## src/rtl/pn_pkg.sv

```systemverilog
// Shared types and constants for the physical-neuron scheduler.
package pn_pkg;

  typedef enum logic [1:0] {
    StIdle  = 2'd0,
    StCfg   = 2'd1,
    StRun   = 2'd2,
    StDrain = 2'd3
  } pn_state_e;

  localparam int unsigned CFG_W          = 32;
  localparam int unsigned CFG_FIELD_W    = 8;
  localparam int unsigned VTH_MSB        = 31;
  localparam int unsigned VLEAK_MSB      = 23;
  localparam int unsigned REFR_MSB       = 15;
  localparam int unsigned AXD_MSB        = 7;
  localparam int unsigned TIME_W_DEFAULT = 16;

  function automatic logic [CFG_FIELD_W-1:0] cfg_vth(input logic [CFG_W-1:0] w);
    return w[VTH_MSB -: CFG_FIELD_W];
  endfunction

  function automatic logic [CFG_FIELD_W-1:0] cfg_vleak(input logic [CFG_W-1:0] w);
    return w[VLEAK_MSB -: CFG_FIELD_W];
  endfunction

  function automatic logic [CFG_FIELD_W-1:0] cfg_refr(input logic [CFG_W-1:0] w);
    return w[REFR_MSB -: CFG_FIELD_W];
  endfunction

  function automatic logic [CFG_FIELD_W-1:0] cfg_axd(input logic [CFG_W-1:0] w);
    return w[AXD_MSB -: CFG_FIELD_W];
  endfunction

endpackage

```

## src/rtl/rr_arbiter.sv

```systemverilog
// Combinational round-robin pick: first set request at or after ptr, wrapping.
module rr_arbiter #(
  parameter int unsigned N     = 4,
  parameter int unsigned IDX_W = $clog2(N)
) (
  input  logic [N-1:0]     req,
  input  logic [IDX_W-1:0] ptr,
  output logic [N-1:0]     grant,
  output logic [IDX_W-1:0] idx,
  output logic             any
);

  always_comb begin
    grant = '0;
    idx   = '0;
    any   = 1'b0;
    for (int k = 0; k < int'(N); k++) begin
      for (int j = 0; j < int'(N); j++) begin
        if (!any && req[j] && (j == (int'(ptr) + k) % int'(N))) begin
          any      = 1'b1;
          grant[j] = 1'b1;
          idx      = IDX_W'(j);
        end
      end
    end
  end

endmodule

```

## src/rtl/pn_scheduler.sv

```systemverilog
// Soma-array controller: config load, run enable/kill sequencing, spike arbitration.
// Optional build macro PN_SCHED_TIMESTAMP_EN adds a run-relative offset to out_time.
module pn_scheduler
  import pn_pkg::*;
#(
  parameter int unsigned N_NEURON = 4,
  parameter int unsigned IDX_W    = $clog2(N_NEURON),
  parameter int unsigned TIME_W   = TIME_W_DEFAULT
) (
  input  logic                         clk,
  input  logic                         rst,
  input  logic                         cfg_valid,
  output logic                         cfg_ready,
  input  logic [IDX_W-1:0]             cfg_idx,
  input  logic [CFG_W-1:0]             cfg_data,
  input  logic                         cfg_last,
  input  logic                         start,
  input  logic                         stop,
  output logic [N_NEURON-1:0]          nrn_en,
  output logic [N_NEURON-1:0]          nrn_kill,
  output logic [CFG_W*N_NEURON-1:0]    nrn_wdata,
  input  logic [N_NEURON-1:0]          nrn_spike_vld,
  input  logic [TIME_W*N_NEURON-1:0]   nrn_spike_time,
  output logic [N_NEURON-1:0]          nrn_spike_ack,
  output logic                         out_valid,
  input  logic                         out_ready,
  output logic [IDX_W-1:0]             out_idx,
  output logic [TIME_W-1:0]            out_time,
  output logic                         busy,
  output logic                         cfg_err
);

  pn_state_e             state_q, state_d;
  logic [N_NEURON-1:0]   cfg_loaded_q;
  logic [IDX_W-1:0]      rr_ptr_q;
  logic                  cfg_acc, cfg_in_range;
  logic [N_NEURON-1:0]   arb_grant;
  logic [IDX_W-1:0]      arb_idx;
  logic                  arb_any, grant_en;
  logic [TIME_W-1:0]     sel_time, stamp_time;

  rr_arbiter #(
    .N     (N_NEURON),
    .IDX_W (IDX_W)
  ) u_arb (
    .req   (nrn_spike_vld),
    .ptr   (rr_ptr_q),
    .grant (arb_grant),
    .idx   (arb_idx),
    .any   (arb_any)
  );

  assign cfg_acc       = cfg_valid && cfg_ready;
  assign cfg_in_range  = int'(cfg_idx) < int'(N_NEURON);
  assign grant_en      = (state_q == StRun) && (!out_valid || out_ready) && arb_any;
  assign nrn_spike_ack = grant_en ? arb_grant : '0;

  always_comb begin
    sel_time = '0;
    for (int i = 0; i < int'(N_NEURON); i++) begin
      if (arb_idx == IDX_W'(i)) sel_time = nrn_spike_time[TIME_W*i +: TIME_W];
    end
  end

`ifdef PN_SCHED_TIMESTAMP_EN
  logic [TIME_W-1:0] run_cnt_q;

  always_ff @(posedge clk or negedge rst) begin
    if (!rst) begin
      run_cnt_q <= '0;
    end else if (state_q != StRun && state_d == StRun) begin
      run_cnt_q <= '0;
    end else if (state_q == StRun) begin
      run_cnt_q <= run_cnt_q + 1'b1;
    end
  end

  assign stamp_time = sel_time + run_cnt_q;
`else
  assign stamp_time = sel_time;
`endif

  // A lone last word taken in IDLE completes its burst without visiting CFG.
  always_comb begin
    state_d = state_q;
    unique case (state_q)
      StIdle: begin
        if (start && (|cfg_loaded_q)) state_d = StRun;
        else if (cfg_valid && !cfg_last) state_d = StCfg;
      end
      StCfg:   if (cfg_valid && cfg_last) state_d = StIdle;
      StRun:   if (stop) state_d = StDrain;
      StDrain: if (!out_valid) state_d = StIdle;
      default: state_d = StIdle;
    endcase
  end

  always_ff @(posedge clk or negedge rst) begin
    if (!rst) begin
      state_q      <= StIdle;
      cfg_ready    <= 1'b0;
      busy         <= 1'b0;
      nrn_en       <= '0;
      nrn_kill     <= '0;
      nrn_wdata    <= '0;
      cfg_loaded_q <= '0;
      cfg_err      <= 1'b0;
      rr_ptr_q     <= '0;
      out_valid    <= 1'b0;
      out_idx      <= '0;
      out_time     <= '0;
    end else begin
      state_q   <= state_d;
      cfg_ready <= (state_d == StIdle) || (state_d == StCfg);
      busy      <= (state_d != StIdle);
      nrn_en    <= (state_d == StRun) ? cfg_loaded_q : '0;
      nrn_kill  <= (state_q == StRun && state_d == StDrain) ? cfg_loaded_q : '0;

      if (cfg_acc) begin
        if (cfg_in_range) begin
          for (int i = 0; i < int'(N_NEURON); i++) begin
            if (cfg_idx == IDX_W'(i)) begin
              nrn_wdata[CFG_W*i +: CFG_W] <= cfg_data;
              cfg_loaded_q[i]             <= 1'b1;
            end
          end
        end else begin
          cfg_err <= 1'b1;
        end
      end

      if (grant_en) begin
        out_valid <= 1'b1;
        out_idx   <= arb_idx;
        out_time  <= stamp_time;
        rr_ptr_q  <= IDX_W'((int'(arb_idx) + 1) % int'(N_NEURON));
      end else if (out_ready) begin
        out_valid <= 1'b0;
      end
    end
  end

endmodule

```

## config.mk

```make
export PLATFORM = sky130hd
export DESIGN_NAME = pn_scheduler
export DESIGN_NICKNAME = d
export VERILOG_FILES = /design/src/rtl/pn_pkg.sv /design/src/rtl/rr_arbiter.sv /design/src/rtl/pn_scheduler.sv
export SDC_FILE = /design/constraint.sdc
export NUM_CORES = 1
export LEC_CHECK = 0
export CORE_UTILIZATION = 31
export DETAILED_ROUTE_END_ITERATION = 8
export RECOVER_POWER = 25
export SLEW_MARGIN = 20
export SYNTH_ARGS = -nofsm -noshare
export SYNTH_HDL_FRONTEND = slang
export SYNTH_HIERARCHICAL = 1
export SYNTH_SLANG_ARGS = --single-unit
```

## constraint.sdc

```tcl
create_clock -name clk -period 2.9 [get_ports clk]
set_clock_uncertainty 0.2 [all_clocks]
set_input_delay 0.58 -clock clk [delete_from_list [all_inputs] [get_ports clk]]
set_output_delay 0.58 -clock clk [all_outputs]
set_load 0.02 [all_outputs]
```

======== After elaboration in Yosys (flattened, before gate mapping) ========
Index checks and enable logic that the tools add are counted.
storage, ports and cells
  logic and storage cells ................. 184
  flip-flop bits (word level) ............. 165
  bits of input ports ..................... 109
  output and inout port bits .............. 162
operators by class
  reductions and logical operators ........ 75
  muxes and demuxes ....................... 61
  add/sub/neg operators ................... 4
  bitwise operators ....................... 3
  equal/unequal tests ..................... 24
operators by type and width
  operator                                                          number
  32-bit logical NOT                                                4
  16-bit 2-to-1 mux                                                 4
  1-bit logical AND                                                 38
  2-bit 2-to-1 mux                                                  19
  1-bit 2-to-1 mux                                                  34
  3-bit == test (first input constant)                              6
  1-bit logical NOT                                                 17
  2-bit == test (second input constant)                             8
  4-bit 2-to-1 mux                                                  3
  2-bit by 3-bit == test with 1-bit output (first input constant)   3
  2-bit by 1-bit == test with 1-bit output (second input constant)  4
  2-bit logical NOT                                                 4
  2-bit one-hot mux with 4 select lines                             1
  2-bit AND reduction                                               4
  2-bit OR reduction                                                3
  2-bit by 1-bit adder with 2-bit output (second input constant)    2
  2-bit adder (second input constant)                               2
  2-bit == test (first input constant)                              2
  2-bit nonzero test                                                2
  4-bit OR reduction                                                1
  1-bit AND (first input constant)                                  3
  1-bit by 2-bit == test with 1-bit output (first input constant)   1
  1-bit logical OR                                                  2

======== Logic depth before layout (Yosys ltp) ========
  depth in word-level cells ............... 68
  depth in mapped cells ................... 11
  depth with buffers taken out ............ 8

======== Modules after synthesis ========
Netlist, hierarchy kept.
by module, submodules not included
  module        cells each  instances  area an instance (um^2)  sequential area each (um^2)
  pn_scheduler  474         1          6766.5                   4129.0
  rr_arbiter    27          1          148.9                    0.0

======== Worst setup path after synthesis ========
OpenSTA, ideal clock, no wires.
  path kind ............................... input to register
  start ................................... input port nrn_spike_vld[0]
  end ..................................... register out_time[1]
  setup slack ............................. 0.207 ns
  library setup time ...................... 0.129 ns
  data arrival time ....................... 2.364 ns
  required time ........................... 2.571 ns
  path buffers ............................ 2
  stages .................................. 10
  path through ............................ nand2b_1 > a21oi_1 > a211oi_1 > inv_1 > ha_1 > buf_2 > or2_2 > buf_2 > a221oi_1 > o31ai_1
between the ends
  word-level cells in the longest chain between the ends .. 67
  elaborated cells on any way between the ends .. 86
  classes of those cells .................. 3 x eq/ne; 35 x mux; 48 x reduce/logical
ends and longest elaborated chain
  element                         line                 text
  start, declared                 pn_scheduler.sv:22   input logic [N_NEURON-1:0] nrn_spike_vld,
  1-bit logical AND               rr_arbiter.sv:19     if (!any && req[j] && (j == (int'(ptr) + k) % int'(N))) begin
  1-bit 2-to-1 mux                rr_arbiter.sv:19
  1-bit logical NOT               rr_arbiter.sv:19
  1-bit logical AND (2 in a row)  rr_arbiter.sv:19
  1-bit 2-to-1 mux                rr_arbiter.sv:19
  1-bit logical NOT               rr_arbiter.sv:19
  1-bit logical AND (2 in a row)  rr_arbiter.sv:19
  1-bit 2-to-1 mux                rr_arbiter.sv:19
  [... 47 more ...]               n/a
  1-bit 2-to-1 mux                rr_arbiter.sv:19
  1-bit logical NOT               rr_arbiter.sv:19
  1-bit logical AND (2 in a row)  rr_arbiter.sv:19
  2-bit 2-to-1 mux (*)            rr_arbiter.sv:19
  net arb_idx[0]                  pn_scheduler.sv:38   logic [IDX_W-1:0] arb_idx;
  2-bit logical NOT               pn_scheduler.sv:61   if (arb_idx == IDX_W'(i)) sel_time = nrn_spike_time[TIME_W*i +: TIME_W];
  16-bit 2-to-1 mux (3 in a row)  pn_scheduler.sv:61
  16-bit 2-to-1 mux (*)           pn_scheduler.sv:61
  end signal, assigned            pn_scheduler.sv:135  out_time <= stamp_time;
  end, declared                   pn_scheduler.sv:28   output logic [TIME_W-1:0] out_time,
Mark *: on every way through the listed nets, which the timed path passes. The rest lies on a longest branch.
A chain may end at the register's enable or synchronous reset.

======== Worst setup path after layout ========
  start ................................... input port nrn_spike_vld[0]
  end ..................................... output port nrn_spike_ack[3]
between the ends
  elaborated cells on any way between the ends .. 68
  classes of those cells .................. 21 x mux; 47 x reduce/logical
RTL lines
  element                         line                text
  1-bit logical AND               rr_arbiter.sv:19
  1-bit 2-to-1 mux                rr_arbiter.sv:19
  1-bit logical NOT               rr_arbiter.sv:19
  1-bit logical AND (2 in a row)  rr_arbiter.sv:19
  1-bit 2-to-1 mux                rr_arbiter.sv:19
  1-bit logical NOT               rr_arbiter.sv:19
  1-bit logical AND (2 in a row)  rr_arbiter.sv:19
  1-bit 2-to-1 mux                rr_arbiter.sv:19
  [... 44 more ...]               n/a
  1-bit logical NOT               rr_arbiter.sv:19
  1-bit logical AND (2 in a row)  rr_arbiter.sv:19
  1-bit 2-to-1 mux                rr_arbiter.sv:19
  1-bit logical NOT               rr_arbiter.sv:19
  1-bit logical AND (2 in a row)  rr_arbiter.sv:19
  1-bit 2-to-1 mux (*)            rr_arbiter.sv:19
  net arb_grant[3]                pn_scheduler.sv:37  logic [N_NEURON-1:0] arb_grant;
  4-bit 2-to-1 mux (*)            pn_scheduler.sv:56  assign nrn_spike_ack = grant_en ? arb_grant : '0;
  end, declared                   pn_scheduler.sv:24  output logic [N_NEURON-1:0] nrn_spike_ack,
Marked as above.

==> impl_metrics.env <==
export IMPL_first_global_vias=5453
export IMPL_num_fill_cells=1933
export IMPL_horizontal_extent_of_the_die_um=151.4
export IMPL_drive_above_1_share_pct=25.22
export IMPL_grt_overflow=0
export IMPL_die_h_um=151.4
export IMPL_cpPeakStageDelay_ns=0.46
export IMPL_worstMarginPinSlew_ns=1.658
export IMPL_core_region_area_um2=21820
export IMPL_synth_avg_cell_area_um2=13.80
export IMPL_crit_end="nrn_spike_ack[3]"
export IMPL_finish_net_count=905
export IMPL_crit_path_max_fanout=4
export IMPL_clock_root_buffer="clkbuf_16"
export IMPL_num_vias=5242
export IMPL_peakVddDrop_mv=0.6255
export IMPL_violated_checks="capacitance limit, slew limit"
export IMPL_ys_seq_elements=165
export IMPL_placementRows=54
export IMPL_rsz_0062_raised_after_global_routing="true"
export IMPL_synthesis_yosys_warnings=6
export IMPL_timing_critical_path_to_type="primary output"
export IMPL_cp_start_kind="input pin"
export IMPL_regToRegSetupSlack_ns=0.35
export IMPL_antenna_cells=0
export IMPL_firstDrtPassIters=5
export IMPL_syn_nets=614
export IMPL_avgRoutedWirePerCell_um=18.47
export IMPL_fin_area_um2=10640
export IMPL_tritoncts_num_buffers=17
export IMPL_worst_slew_margin_pct=-10.50
export IMPL_drt_first_iter_violations=203
export IMPL_finalCoreUtilization_pct=48.76
export IMPL_leakage_nw=4.504
export IMPL_worst_setup_path_type="in -> out"
export IMPL_clock_pin_slew_on_the_worst_setup_and_hold_paths_ns=0.07
export IMPL_wirelength_um=20040
export IMPL_critical_path_reg2reg_startpoint="rr_ptr_q[0]"
export IMPL_min_delay_path_class="reg -> reg"
export IMPL_floorplan_io_pins=271
export IMPL_period_minus_slack_ns=2.842
export IMPL_max_freq_ghz=0.3518
export IMPL_avgViaCountPerCell=4.831
export IMPL_detail_route_antenna_nets=0
export IMPL_setup_violations=0
export IMPL_ordered_list_of_cells_on_the_worst_path="clkdlybuf4s50_1 -> nand2b_1 -> a21oi_1 -> a211oi_1 -> and3_2 -> clkdlybuf4s15_1"
export IMPL_detailed_place_hpwl_um=14480
export IMPL_clock_sinks=165
export IMPL_max_clock_path_buffers=2
export IMPL_report_final_slew_viol_count=74
export IMPL_r2r_end="out_time[5]"
export IMPL_clk_insertion_delay_late_ns=0.41
export IMPL_maxCapViolations=1
export IMPL_synth_area_leaders="dfrtp_1, mux2_2, a221oi_1"
export IMPL_power_density_nw_per_um2=1168
export IMPL_worst_ep_required_time_ns=2.12
export IMPL_crit_path_launch="nrn_spike_vld[0]"
export IMPL_initial_core_util_pct=31.69
export IMPL_syn_instance_count=501
export IMPL_drcViolationCount=0
export IMPL_input_output_buffers=269
export IMPL_dp_worst_setup_slack_ns=-0.3118
export IMPL_setup_slack_ns=0.05779
export IMPL_grt_pass1_wl_um=30370
export IMPL_library_cell_contributing_the_largest_single_delay_on_the_critical_path="clkdlybuf4s50_1"
export IMPL_final_period_utilization_pct=98.01
export IMPL_yosys_area_top_type_share_pct=59.71
export IMPL_outcome="finished with violations"
export IMPL_netlist_top_cell_by_area="dfrtp_1"
export IMPL_area_growth_pct=53.88
export IMPL_post_cts_setup_buffers=0
export IMPL_grt_max_degree=75
export IMPL_placedInstanceArea_um2=10070
export IMPL_fp_dieArea_um2=22910
export IMPL_timing_reg2reg_worst_path_depth=10
export IMPL_synth_sequential_area_ratio_pct=59.71
export IMPL_netlist_cell_type_count=41
export IMPL_final_hold_violation_count=0
export IMPL_number_of_h_tree_levels=4
export IMPL_data_arrival_time_at_the_worst_slack_endpoint_ns=2.06
export IMPL_antenna_violations_before_repair=1
export IMPL_tritoncts="built"
export IMPL_grt_util_all_layers_pct=17.52
export IMPL_globalplace_congestion=0.8569
export IMPL_synth_cell_area_um2=6915
critical path, delay by kind of cell:
| family | cells | cell delay [ns] |
|---|---|---|
| AND/OR/NAND/NOR | 2 | 0.38 |
| AO/OA/AOI/OAI | 2 | 0.36 |
| buffers and inverters | 2 | 0.75 |
final cells by class:
| class | instances | area, um2 | area share, % |
|---|---|---|---|
| flip-flops and latches | 165 | 4129 | 38.80 |
| repair buffers | 302 | 2968 | 27.89 |
| multi-input cells | 292 | 2562 | 24.08 |
| clock buffers | 19 | 432.9 | 4.068 |
| well taps | 280 | 350.3 | 3.292 |
| clock inverters | 13 | 146.4 | 1.376 |
| inverters | 14 | 52.55 | 0.4938 |
kinds of logic (layout without fill, tap and decap cells):
group / count (synthesis) / count (layout) / synth area share, %
adders and majority gates: 4 / 4 / 0.7237
AOI/OAI and AO/OA: 92 / 92 / 8.956
buffers and inverters: 44 / 348 / 3.419
muxes: 129 / 129 / 21.01
and+or+nand+nor: 66 / 66 / 6.134
DFF: 165 / 165 / 59.71
other: 1 / 1 / 0.05423
stage by stage:
stage / total power, mW / std cells / TNS [ns] / hold slack, ns
final: 12.43 / 1085 / 0 / 0.2921
after global routing: 13.11 / 1085 / -0.03805 / 0.3133
after CTS: 12.56 / 1085 / 0 / 0.3023
after detailed placement: 10.26 / 1052 / -5.187 / 0.2872
after global placement: 10.13 / 1052 / -3.619 / 0.2673
after floorplan: 7.135 / 501 / 0 / 0.08441
cell usage after synthesis (all sizes together):
cell type	instances
and3	4
nor3b	2
nor2b	15
buf	26
dfrtp	165
o21ai	22
a221oi	12
or2	3
clkbuf	4
a31oi	3
a221o	3
o221a	1
ha	4
nand4b	2
o41a	1
nand4	1
a31o	1
a311oi	1
a211oi	7
o41ai	2
conb	1
o31ai	12
nor3	1
and3b	2
o22ai	14
or2b	1
nor2	7
mux2	129
and2	4
inv	14
nand2	14
a21oi	12
and2b	1
a21o	1
nand3b	4
nand2b	5
routing by layer:
layer,up-vias,global-route usage [%],part of all wire (%)
li1,2398,-,-
met1,2668,21.17,40
met2,163,30.18,53
met3,13,4.578,5.9
met4,0,5.650,1.1
met5,-,0,0
power breakdown:
group / total, mW / internal [mW] / leakage [nW] / switching (mW)
Sequential: 4.03 / 3.41 / 1.99 / 0.614
Combinational: 6.17 / 3.15 / 2.24 / 3.01
Clock: 2.24 / 1.28 / 0.272 / 0.956
Total: 12.4 / 7.85 / 4.50 / 4.58
how the worst min path moves through the flow:
stage / end / slack, ns / cells past startpoint / start
floorplan: busy / 0.08 / 0 / rst
global placement: nrn_wdata[27] / 0.27 / 1 / nrn_wdata[27]
detailed placement: nrn_wdata[27] / 0.29 / 1 / nrn_wdata[27]
CTS: nrn_wdata[27] / 0.30 / 1 / nrn_wdata[27]
global route: nrn_wdata[43] / 0.31 / 1 / nrn_wdata[43]
finish: nrn_wdata[27] / 0.29 / 1 / nrn_wdata[27]
state kept, by name, summed over array words and instances (netlist names):
signal,cells
out_valid,1
out_time,16
nrn_en,4
out_idx,2
busy,1
nrn_wdata,128
cfg_ready,1
cfg_loaded_q,4
rr_ptr_q,2
state_q,2
nrn_kill,4
what timing repair did:
item,CTS,global route
gates resized for setup,6,4
setup endpoints to repair,4,13
hold buffers,1,0
endpoints found under the hold margin,13,0
cell usage in the layout (no fill, tap or decap), types with 6 or more instances in the layout:
| cell | n |
|---|---|
| a211oi_1 | 7 |
| a21oi_1 | 12 |
| a221oi_1 | 11 |
| buf_4 | 23 |
| clkbuf_1 | 6 |
| clkbuf_16 | 17 |
| clkdlybuf4s50_1 | 258 |
| dfrtp_1 | 165 |
| inv_1 | 14 |
| mux2_2 | 128 |
| nand2_1 | 13 |
| nor2_1 | 7 |
| nor2b_1 | 14 |
| o21ai_0 | 20 |
| o22ai_1 | 14 |
| o31ai_1 | 12 |
Power figures use the tool's default switching activity.
